--- src/rtl/sevenseg_scan_driver_if.sv ---
// Signal bundle between display-producing logic and the seven-segment scan driver.
// The master supplies digit data and display controls; the slave drives the panel pins.
interface sevenseg_scan_driver_if #(
  parameter int unsigned NUM_DIGITS = 4
);
  logic [4*NUM_DIGITS-1:0] Digits;
  logic                    Load;
  logic [NUM_DIGITS-1:0]   DigitEn;
  logic [NUM_DIGITS-1:0]   Blink;
  logic                    LzSup;
  logic [6:0]              Segout;
  logic [NUM_DIGITS-1:0]   Anode;

  modport master (
    output Digits, Load, DigitEn, Blink, LzSup,
    input  Segout, Anode
  );

  modport slave (
    input  Digits, Load, DigitEn, Blink, LzSup,
    output Segout, Anode
  );
endinterface

--- src/rtl/sevenseg_scan_driver.sv ---
// Time-multiplexed common-anode seven-segment driver: shadowed hex digits, guard-timed
// scanning, per-digit blank/blink and leading-zero suppression.
module sevenseg_scan_driver #(
  parameter int unsigned NUM_DIGITS  = 4,
  parameter int unsigned REFRESH_DIV = 50000,
  parameter int unsigned GUARD       = 2,
  parameter int unsigned BLINK_SCANS = 64
) (
  input  logic                 clk,
  input  logic                 reset,
  sevenseg_scan_driver_if.slave bus
);
  localparam int unsigned PW = $clog2(REFRESH_DIV);
  localparam int unsigned IW = (NUM_DIGITS > 1) ? $clog2(NUM_DIGITS) : 1;
  localparam int unsigned SW = (BLINK_SCANS > 1) ? $clog2(BLINK_SCANS) : 1;
  localparam logic [PW-1:0] PRESC_LAST = PW'(REFRESH_DIV - 1);
  localparam logic [IW-1:0] IDX_LAST   = IW'(NUM_DIGITS - 1);
  localparam logic [SW-1:0] SCAN_LAST  = SW'(BLINK_SCANS - 1);

  logic [4*NUM_DIGITS-1:0] shadow_q, shadow_d;
  logic [PW-1:0]           presc_q, presc_d;
  logic [IW-1:0]           idx_q, idx_d;
  logic [SW-1:0]           scan_q, scan_d;
  logic                    phase_q, phase_d;
  logic [6:0]              seg_q, seg_d;
  logic [NUM_DIGITS-1:0]   an_q, an_d;

  logic [3:0]              nib;
  logic [NUM_DIGITS-1:0]   zero_from;
  logic                    run;
  logic                    in_guard;
  logic                    blank;

  function automatic logic [6:0] glyph(input logic [3:0] v);
    logic [6:0] g;
    case (v)
      4'h0: g = 7'b1000000;
      4'h1: g = 7'b1111001;
      4'h2: g = 7'b0100100;
      4'h3: g = 7'b0110000;
      4'h4: g = 7'b0011001;
      4'h5: g = 7'b0010010;
      4'h6: g = 7'b0000010;
      4'h7: g = 7'b1111000;
      4'h8: g = 7'b0000000;
      4'h9: g = 7'b0010000;
      4'hA: g = 7'b0001000;
      4'hB: g = 7'b0000011;
      4'hC: g = 7'b1000110;
      4'hD: g = 7'b0100001;
      4'hE: g = 7'b0000110;
      default: g = 7'b0001110;
    endcase
    return g;
  endfunction

  always_comb begin
    presc_d  = presc_q;
    idx_d    = idx_q;
    scan_d   = scan_q;
    phase_d  = phase_q;
    shadow_d = bus.Load ? bus.Digits : shadow_q;
    if (presc_q == PRESC_LAST) begin
      presc_d = '0;
      if (idx_q == IDX_LAST) begin
        idx_d = '0;
        if (scan_q == SCAN_LAST) begin
          scan_d  = '0;
          phase_d = ~phase_q;
        end else begin
          scan_d = scan_q + 1'b1;
        end
      end else begin
        idx_d = idx_q + 1'b1;
      end
    end else begin
      presc_d = presc_q + 1'b1;
    end
  end

  // zero_from[j] is set when nibble j and every more-significant nibble are zero.
  always_comb begin
    run       = 1'b1;
    zero_from = '0;
    for (int unsigned i = 0; i < NUM_DIGITS; i++) begin
      run = run & (shadow_q[4*(NUM_DIGITS-1-i) +: 4] == 4'h0);
      zero_from[NUM_DIGITS-1-i] = run;
    end
  end

  always_comb begin
    nib      = shadow_q[{idx_q, 2'b00} +: 4];
    in_guard = (32'(presc_q) < GUARD);
    blank    = !bus.DigitEn[idx_q]
             || (bus.Blink[idx_q] && phase_q)
             || (bus.LzSup && (idx_q != '0) && zero_from[idx_q]);
    seg_d    = (in_guard || blank) ? '1 : glyph(nib);
    an_d     = '1;
    for (int unsigned i = 0; i < NUM_DIGITS; i++) begin
      an_d[i] = in_guard || (idx_q != IW'(i));
    end
  end

  always_ff @(posedge clk) begin
    if (reset) begin
      shadow_q <= '0;
      presc_q  <= '0;
      idx_q    <= '0;
      scan_q   <= '0;
      phase_q  <= 1'b0;
      seg_q    <= '1;
      an_q     <= '1;
    end else begin
      shadow_q <= shadow_d;
      presc_q  <= presc_d;
      idx_q    <= idx_d;
      scan_q   <= scan_d;
      phase_q  <= phase_d;
      seg_q    <= seg_d;
      an_q     <= an_d;
    end
  end

  assign bus.Segout = seg_q;
  assign bus.Anode  = an_q;
endmodule

--- src/flat_wrapper.sv ---
// flat-port wrapper written by rule: the top's interface ports become plain ports
module sevenseg_scan_driver_flat 
#(
  parameter int unsigned NUM_DIGITS  = 4,
  parameter int unsigned REFRESH_DIV = 50000,
  parameter int unsigned GUARD       = 2,
  parameter int unsigned BLINK_SCANS = 64
)
  (clk, reset, bus_Digits, bus_Load, bus_DigitEn, bus_Blink, bus_LzSup, bus_Segout, bus_Anode);
  sevenseg_scan_driver_if #(.NUM_DIGITS(NUM_DIGITS)) bus_i ();
  input  logic clk;
  input  logic reset;
  input wire logic [$bits(bus_i.Digits)-1:0] bus_Digits;
  input wire logic [$bits(bus_i.Load)-1:0] bus_Load;
  input wire logic [$bits(bus_i.DigitEn)-1:0] bus_DigitEn;
  input wire logic [$bits(bus_i.Blink)-1:0] bus_Blink;
  input wire logic [$bits(bus_i.LzSup)-1:0] bus_LzSup;
  output wire logic [$bits(bus_i.Segout)-1:0] bus_Segout;
  output wire logic [$bits(bus_i.Anode)-1:0] bus_Anode;
  assign bus_i.Digits = bus_Digits;
  assign bus_i.Load = bus_Load;
  assign bus_i.DigitEn = bus_DigitEn;
  assign bus_i.Blink = bus_Blink;
  assign bus_i.LzSup = bus_LzSup;
  assign bus_Segout = bus_i.Segout;
  assign bus_Anode = bus_i.Anode;
  sevenseg_scan_driver #(.NUM_DIGITS(NUM_DIGITS), .REFRESH_DIV(REFRESH_DIV), .GUARD(GUARD), .BLINK_SCANS(BLINK_SCANS)) u_core (.clk(clk), .reset(reset), .bus(bus_i));
endmodule
--- config.mk ---
export PLATFORM = sky130hd
export DESIGN_NAME = sevenseg_scan_driver_flat
export DESIGN_NICKNAME = d
export VERILOG_FILES = /design/src/rtl/sevenseg_scan_driver_if.sv /design/src/rtl/sevenseg_scan_driver.sv /design/src/flat_wrapper.sv
export SDC_FILE = /design/constraint.sdc
export NUM_CORES = 1
export LEC_CHECK = 0
export ABC_AREA = 1
export BUFFER_PORTS_ARGS = -buffer_cell sky130_fd_sc_hd__buf_2
export CAP_MARGIN = 30
export CORE_MARGIN = 2
export CORE_UTILIZATION = 59
export CTS_BUF_LIST = sky130_fd_sc_hd__clkbuf_8
export CTS_CLUSTER_DIAMETER = 30
export DETAILED_ROUTE_END_ITERATION = 8
export PLACE_DENSITY_LB_ADDON = 0.15
export SLEW_MARGIN = 10
export SYNTH_ARGS = -nofsm -noshare
export SYNTH_HDL_FRONTEND = slang
export SYNTH_SLANG_ARGS = --single-unit
--- constraint.sdc ---
create_clock -name clk -period 2.1 [get_ports clk]
set_input_delay 0.105 -clock clk [delete_from_list [all_inputs] [get_ports clk]]
set_output_delay 0.105 -clock clk [all_outputs]
set_load 0.005 [all_outputs]
# ---- After elaboration in Yosys (flattened, before gate mapping)
# Memory sizes are Yosys's and may differ from the RTL's. A register that Yosys moved wholly into a read port is not among the register bits.
# Cells that the tools add are included.
dict set report classes {
  n_addsub 3
  n_lt_le_gt_ge 2
  n_eq_ne 6
  n_shift 1
  mux 8
  n_bitwise 4
  reduce_logical 20
}
# operator count
set ops {}
lappend ops {{$add 16x1->16 const B} 1}
lappend ops {{$eq 16x16->1 const B} 1}
lappend ops {{$logic_not 4->1} 4}
lappend ops {{$lt 16x2->1 const B} 1}
lappend ops {{$shiftx 16x5->4} 1}
lappend ops {{$logic_or 1x1->1} 7}
lappend ops {{$add 6x1->6 const B} 1}
lappend ops {{$bmux 1 s2} 3}
lappend ops {{$eq 6x6->1 const B} 1}
lappend ops {{$mux 6} 1}
lappend ops {{$ne 2x2->1 const B} 2}
lappend ops {{$reduce_or 2->1} 2}
lappend ops {{$and 1x1->1} 3}
lappend ops {{$logic_and 1x1->1} 3}
lappend ops {{$lt 2x3->1 const B} 1}
lappend ops {{$mux 1} 3}
lappend ops {{$reduce_and 3->1} 1}
lappend ops {{$add 2x1->2 const B} 1}
lappend ops {{$eq 2x2->1 const B} 1}
lappend ops {{$mux 2} 1}
lappend ops {{$ne 2x1->1 const B} 1}
lappend ops {{$reduce_and 2->1} 1}
lappend ops {{$reduce_bool 2->1} 1}
lappend ops {{$logic_not 1->1} 1}
lappend ops {{$not 1->1} 1}
dict set report word_totals {
  ff_bits 45
  romBits 112
  input_bits 28
  out_inout_bits 11
  elab_cells 51
  memories 1
}
# memory depth width read_ports rd_ports_with_merged_regs wr line_no
set mem_list {}
lappend mem_list {{(name not given)} 16 7 1 1 0 sevenseg_scan_driver.sv:36} ;# case (v)

# ---- Depth between registers and ports, before layout
dict set report logic_depth {
  word_depth 10
  ltp_mapped 14
  mapped_depth_nobuf 12
}

# ---- Least setup slack after synthesis
# No wires, ideal clock.
dict set report synth_timing {
  path_kind {reg2reg}
  start {register u_core.idx_q[0]}
  end {register u_core.seg_q[0], in the netlist u_core.bus.Segout[0]}
  arrival_ps 1499
  t_required_ps 1981
  slack_ps 482
  stages_incl_launch_ff 15
  n_path_buf 2
  period_less_slack_ps 1618
  path_cell_list {dfxtp_1 -> buf_6 -> inv_2 -> buf_6 -> nand2_1 -> nand3_1 -> nand2_1 -> inv_2 -> ha_1 -> nand3_1 -> nand2_1 -> nand2_1 -> nand2_1 -> inv_1 -> nand2_1}
}
dict set report synth_via {
  elab_chain_len 7
  elab_cells_between_ends 16
  classes_between {shift: 1; mux: 6; reduce/logical: 9}
}
# element line_no
set synth_lines {}
lappend synth_lines {{from (decl)} sevenseg_scan_driver.sv:22} ;# logic [IW-1:0] idx_q, idx_d;
lappend synth_lines {{from (signal assigned)} sevenseg_scan_driver.sv:116} ;# idx_q <= idx_d;
lappend synth_lines {{$bmux 1 s2, on equally long branches} {sevenseg_scan_driver.sv:94, sevenseg_scan_driver.sv:95}}
lappend synth_lines {{$mux 1, on equally long branches} {sevenseg_scan_driver.sv:94, sevenseg_scan_driver.sv:95}}
lappend synth_lines {{$logic_not 1->1 / $logic_and 1x1->1 (equally long branches)} {sevenseg_scan_driver.sv:94, sevenseg_scan_driver.sv:95}}
lappend synth_lines {{$logic_or 1x1->1} sevenseg_scan_driver.sv:95} ;# || (bus.Blink[idx_q] && phase_q)
lappend synth_lines {{$logic_or 1x1->1} sevenseg_scan_driver.sv:96} ;# || (bus.LzSup && (idx_q != '0) && zero_from[idx_q]);
lappend synth_lines {{$logic_or 1x1->1} sevenseg_scan_driver.sv:97} ;# seg_d = (in_guard || blank) ? '1 : glyph(nib);
lappend synth_lines {{$reduce_or 2->1 (no line)} -}
lappend synth_lines {{to (decl)} sevenseg_scan_driver.sv:25} ;# logic [6:0] seg_q, seg_d;
# Several ways; a longest one is shown, not always the timed one. The select of a mux whose other input is x is not followed.
# A chain may end at the register's enable or synchronous reset.

# ---- Worst setup path in the final report
dict set report layout_timing {
  start {register u_core.idx_q[1]}
  end {register u_core.seg_q[3], in the netlist u_core.bus.Segout[3]}
}
# The elaborated chain is that of the path after synthesis.

==> flow_summary.toml <==
[clock_tree]
root_buffer = "clkbuf_8"
cts.path.max_buffers = 2
cts_tree = "done"
post-cts-setup-buffers = 0
cts_hold_buf = 0
cts.clk_slew.worst_paths_ns = 0.09
cts_num_sinks = 52
clk_latency_ns = 0.30
post_cts_resized = 0
htree_levels = 2
cts_buffers = 5

[synthesis]
ys_seq_elements = 52
synth_area_per_cell_um2 = 6.92
synth-compound-area-share = 0.0936
post-synth-top-area-fraction = 0.372
netlist_top_cells_area = "dfxtp_1 (37%), nand2_1 (14%), nor2_1 (7.7%)"
synth_area_um2 = 2800
synth_top_family_by_area = "simple AND/OR/NAND/NOR gates"
yosys_warnings = 0
synthAdderAreaFrac = 0.0537
synth_mux_area_frac = 0
ys_seq_area_frac = 0.372
synthesis.nets = 444
netlist_instances = 404
synth_simple_gate_area_frac = 0.377
synthXorXnorAreaFrac = 0.0188
ys_types = 35
synth_largest_area_cell = "dfxtp_1"

[cells_and_area]
final_common_cell = "nand2_1"
drive_above_1_share = 0.166
nFillCells = 442
num-nets-final = 480
final_cell_mix = "nand2_1 (101), nor2_1 (57), dfxtp_1 (52), buf_2 (38), inv_1 (37)"
diodes = 0
area_delta_synth_final_pct = 10.5
stdcell_count = 495
utilization = 0.667

[sta]
tns_ns = 0
period_share = 0.860
timing.slew.headroom = 0.629
hold_violations = 0
setup_violations = 0
rsz0062_at_grt = "false"
period_minus_slack_ns = 1.81
maxSlewViolCount = 0
fin_skew_ns = 0.00527
max_freq_ghz = 0.554
tightestPinTransition_ns = 0.557
hold_slack_ns = 0.0149

[grt]
grt_remaining_overflow = 0
grt_max_degree = 21
grtUsageTotal = 0.214
grt_first_pass_wirelength_um = 9070
antenna_found_initial = 0
grt_pass1_vias = 2118

[hold_path]
whs_path_depth = 3
hold_path_class = "primary input to flip-flop"

[die]
rows = 25
die_width_um = 72.8
start_util = 0.604
pin_count = 39
coreArea_um2 = 4630
dieArea_um2 = 5300
die_h_um = 72.8

[critical_path]
cp.required_ns = 2.30
critical-path-slowest-cell = "dfxtp_1"
max_stage_delay_ns = 0.57
worstPathCellList = "inv_2 > nand3_1 > nand2_1 > ha_1 > nand3_1 > nand3_1 > nand2_1 > inv_1 > nand2_1"
cp_data_arrival_time_ns = 2.00
cp_max_fo = 12
worst_r2r_path_depth = 9
crit_type = "flip-flop to flip-flop"
worst_setup_path_start_kind = "flip-flop"
critPathCaptureType = "flip-flop"

[route]
firstDrtPassIters = 4
drt_iter0_drc = 109
routed_wl_um = 5360
wl_per_cell_um = 10.8
drtAntennaViolNets = 0
vias_per_cell = 5.09
vias = 2518
drcViolationCount = 0

[power]
fin_total_pwr_mw = 1.81
vdd_drop_max_v = 0.000343
power_density_nw_per_um2 = 586
leakage_nw = 1.37

[status]
outcome = "finished clean"

[place]
port_buffers = 38
dp.cells = 487
place.gp.congestion = 0.897
post-dp-hpwl_um = 4020

[job]
max_cap_viol_count = 0
==> where the power goes <==
group	switching (mW)	leakage (nW)	internal, mW	total (mW)
Sequential	0.0221	0.425	1.02	1.04
Clock	0.316	0.0486	0.263	0.579
Combinational	0.113	0.892	0.0761	0.189
==> sequential cells by signal (all words and copies together), names as in the netlist <==
signal             cells
u_core.bus.Anode       4
u_core.bus.Segout      7
u_core.idx_q           2
u_core.phase_q         1
u_core.presc_q        16
u_core.scan_q          6
u_core.shadow_q       16
==> layout make-up <==
cell class                      count  area (µm²)  share of cell area
Tap cell                           54        67.6              0.0219
Inverter                           45         171              0.0555
Sequential cell                    52        1040               0.337
Multi-Input combinational cell    297        1520               0.491
Timing Repair Buffer               39         198              0.0640
Clock inverter                      2        11.3             0.00365
Clock buffer                        6        82.6              0.0267
==> Yosys cell counts, drive strengths merged <==
cell type	n
nand3	36
dfxtp	52
ha	12
nand3b	3
nand4	9
o21ai	21
xnor2	1
nor3	7
nor2	62
inv	42
buf	5
nand2	108
a21boi	1
a21oi	29
clkinv	3
xor2	5
or2	3
clkbuf	5
==> metrics by stage <==
stage,instance area (µm²),setup slack (ns)
6_report,3090,0.294
5_1_grt,3090,0.0945
4_1_cts,3090,0.297
3_5_place_dp,3000,0.314
3_3_place_gp,3000,0.395
2_1_floorplan,2800,0.482
==> metal layers <==
metal	global-route usage	vias to the layer above	wire, µm
li1	-	1362	-
met1	0.290	1108	2780
met2	0.339	44	2330
met3	0.0456	4	183
met4	0.0741	0	66
met5	0	-	0
==> critical path: cells and delay by family (launching register included) <==
family / cells / cell delay, ns
AND/OR/NAND/NOR: 6 / 0.59
flip-flops: 1 / 0.57
adder cells (fa/ha/maj): 1 / 0.33
buffers and inverters: 2 / 0.20
==> kinds of logic (layout without fill, tap and decap cells) <==
family          Yosys count  count (layout)
simple gates            228             228
xor+xnor                  6               6
buf+inv                  55              92
fa+ha+maj                12              12
compound gates           51              51
flops                    52              52
==> final timing paths <==
kind | startpoint | endpoint | slack [ns]
worst max-delay path | u_core.idx_q[1] | u_core.bus.Segout[3] | 0.29
worst min-delay path | bus_Digits[6] | u_core.shadow_q[6] | 0.01
worst max register to register | u_core.idx_q[1] | u_core.bus.Segout[3] | 0.29
worst min register to register | u_core.presc_q[0] | u_core.presc_q[0] | 0.47
Note: power is estimated with default switching activity, not from simulation.
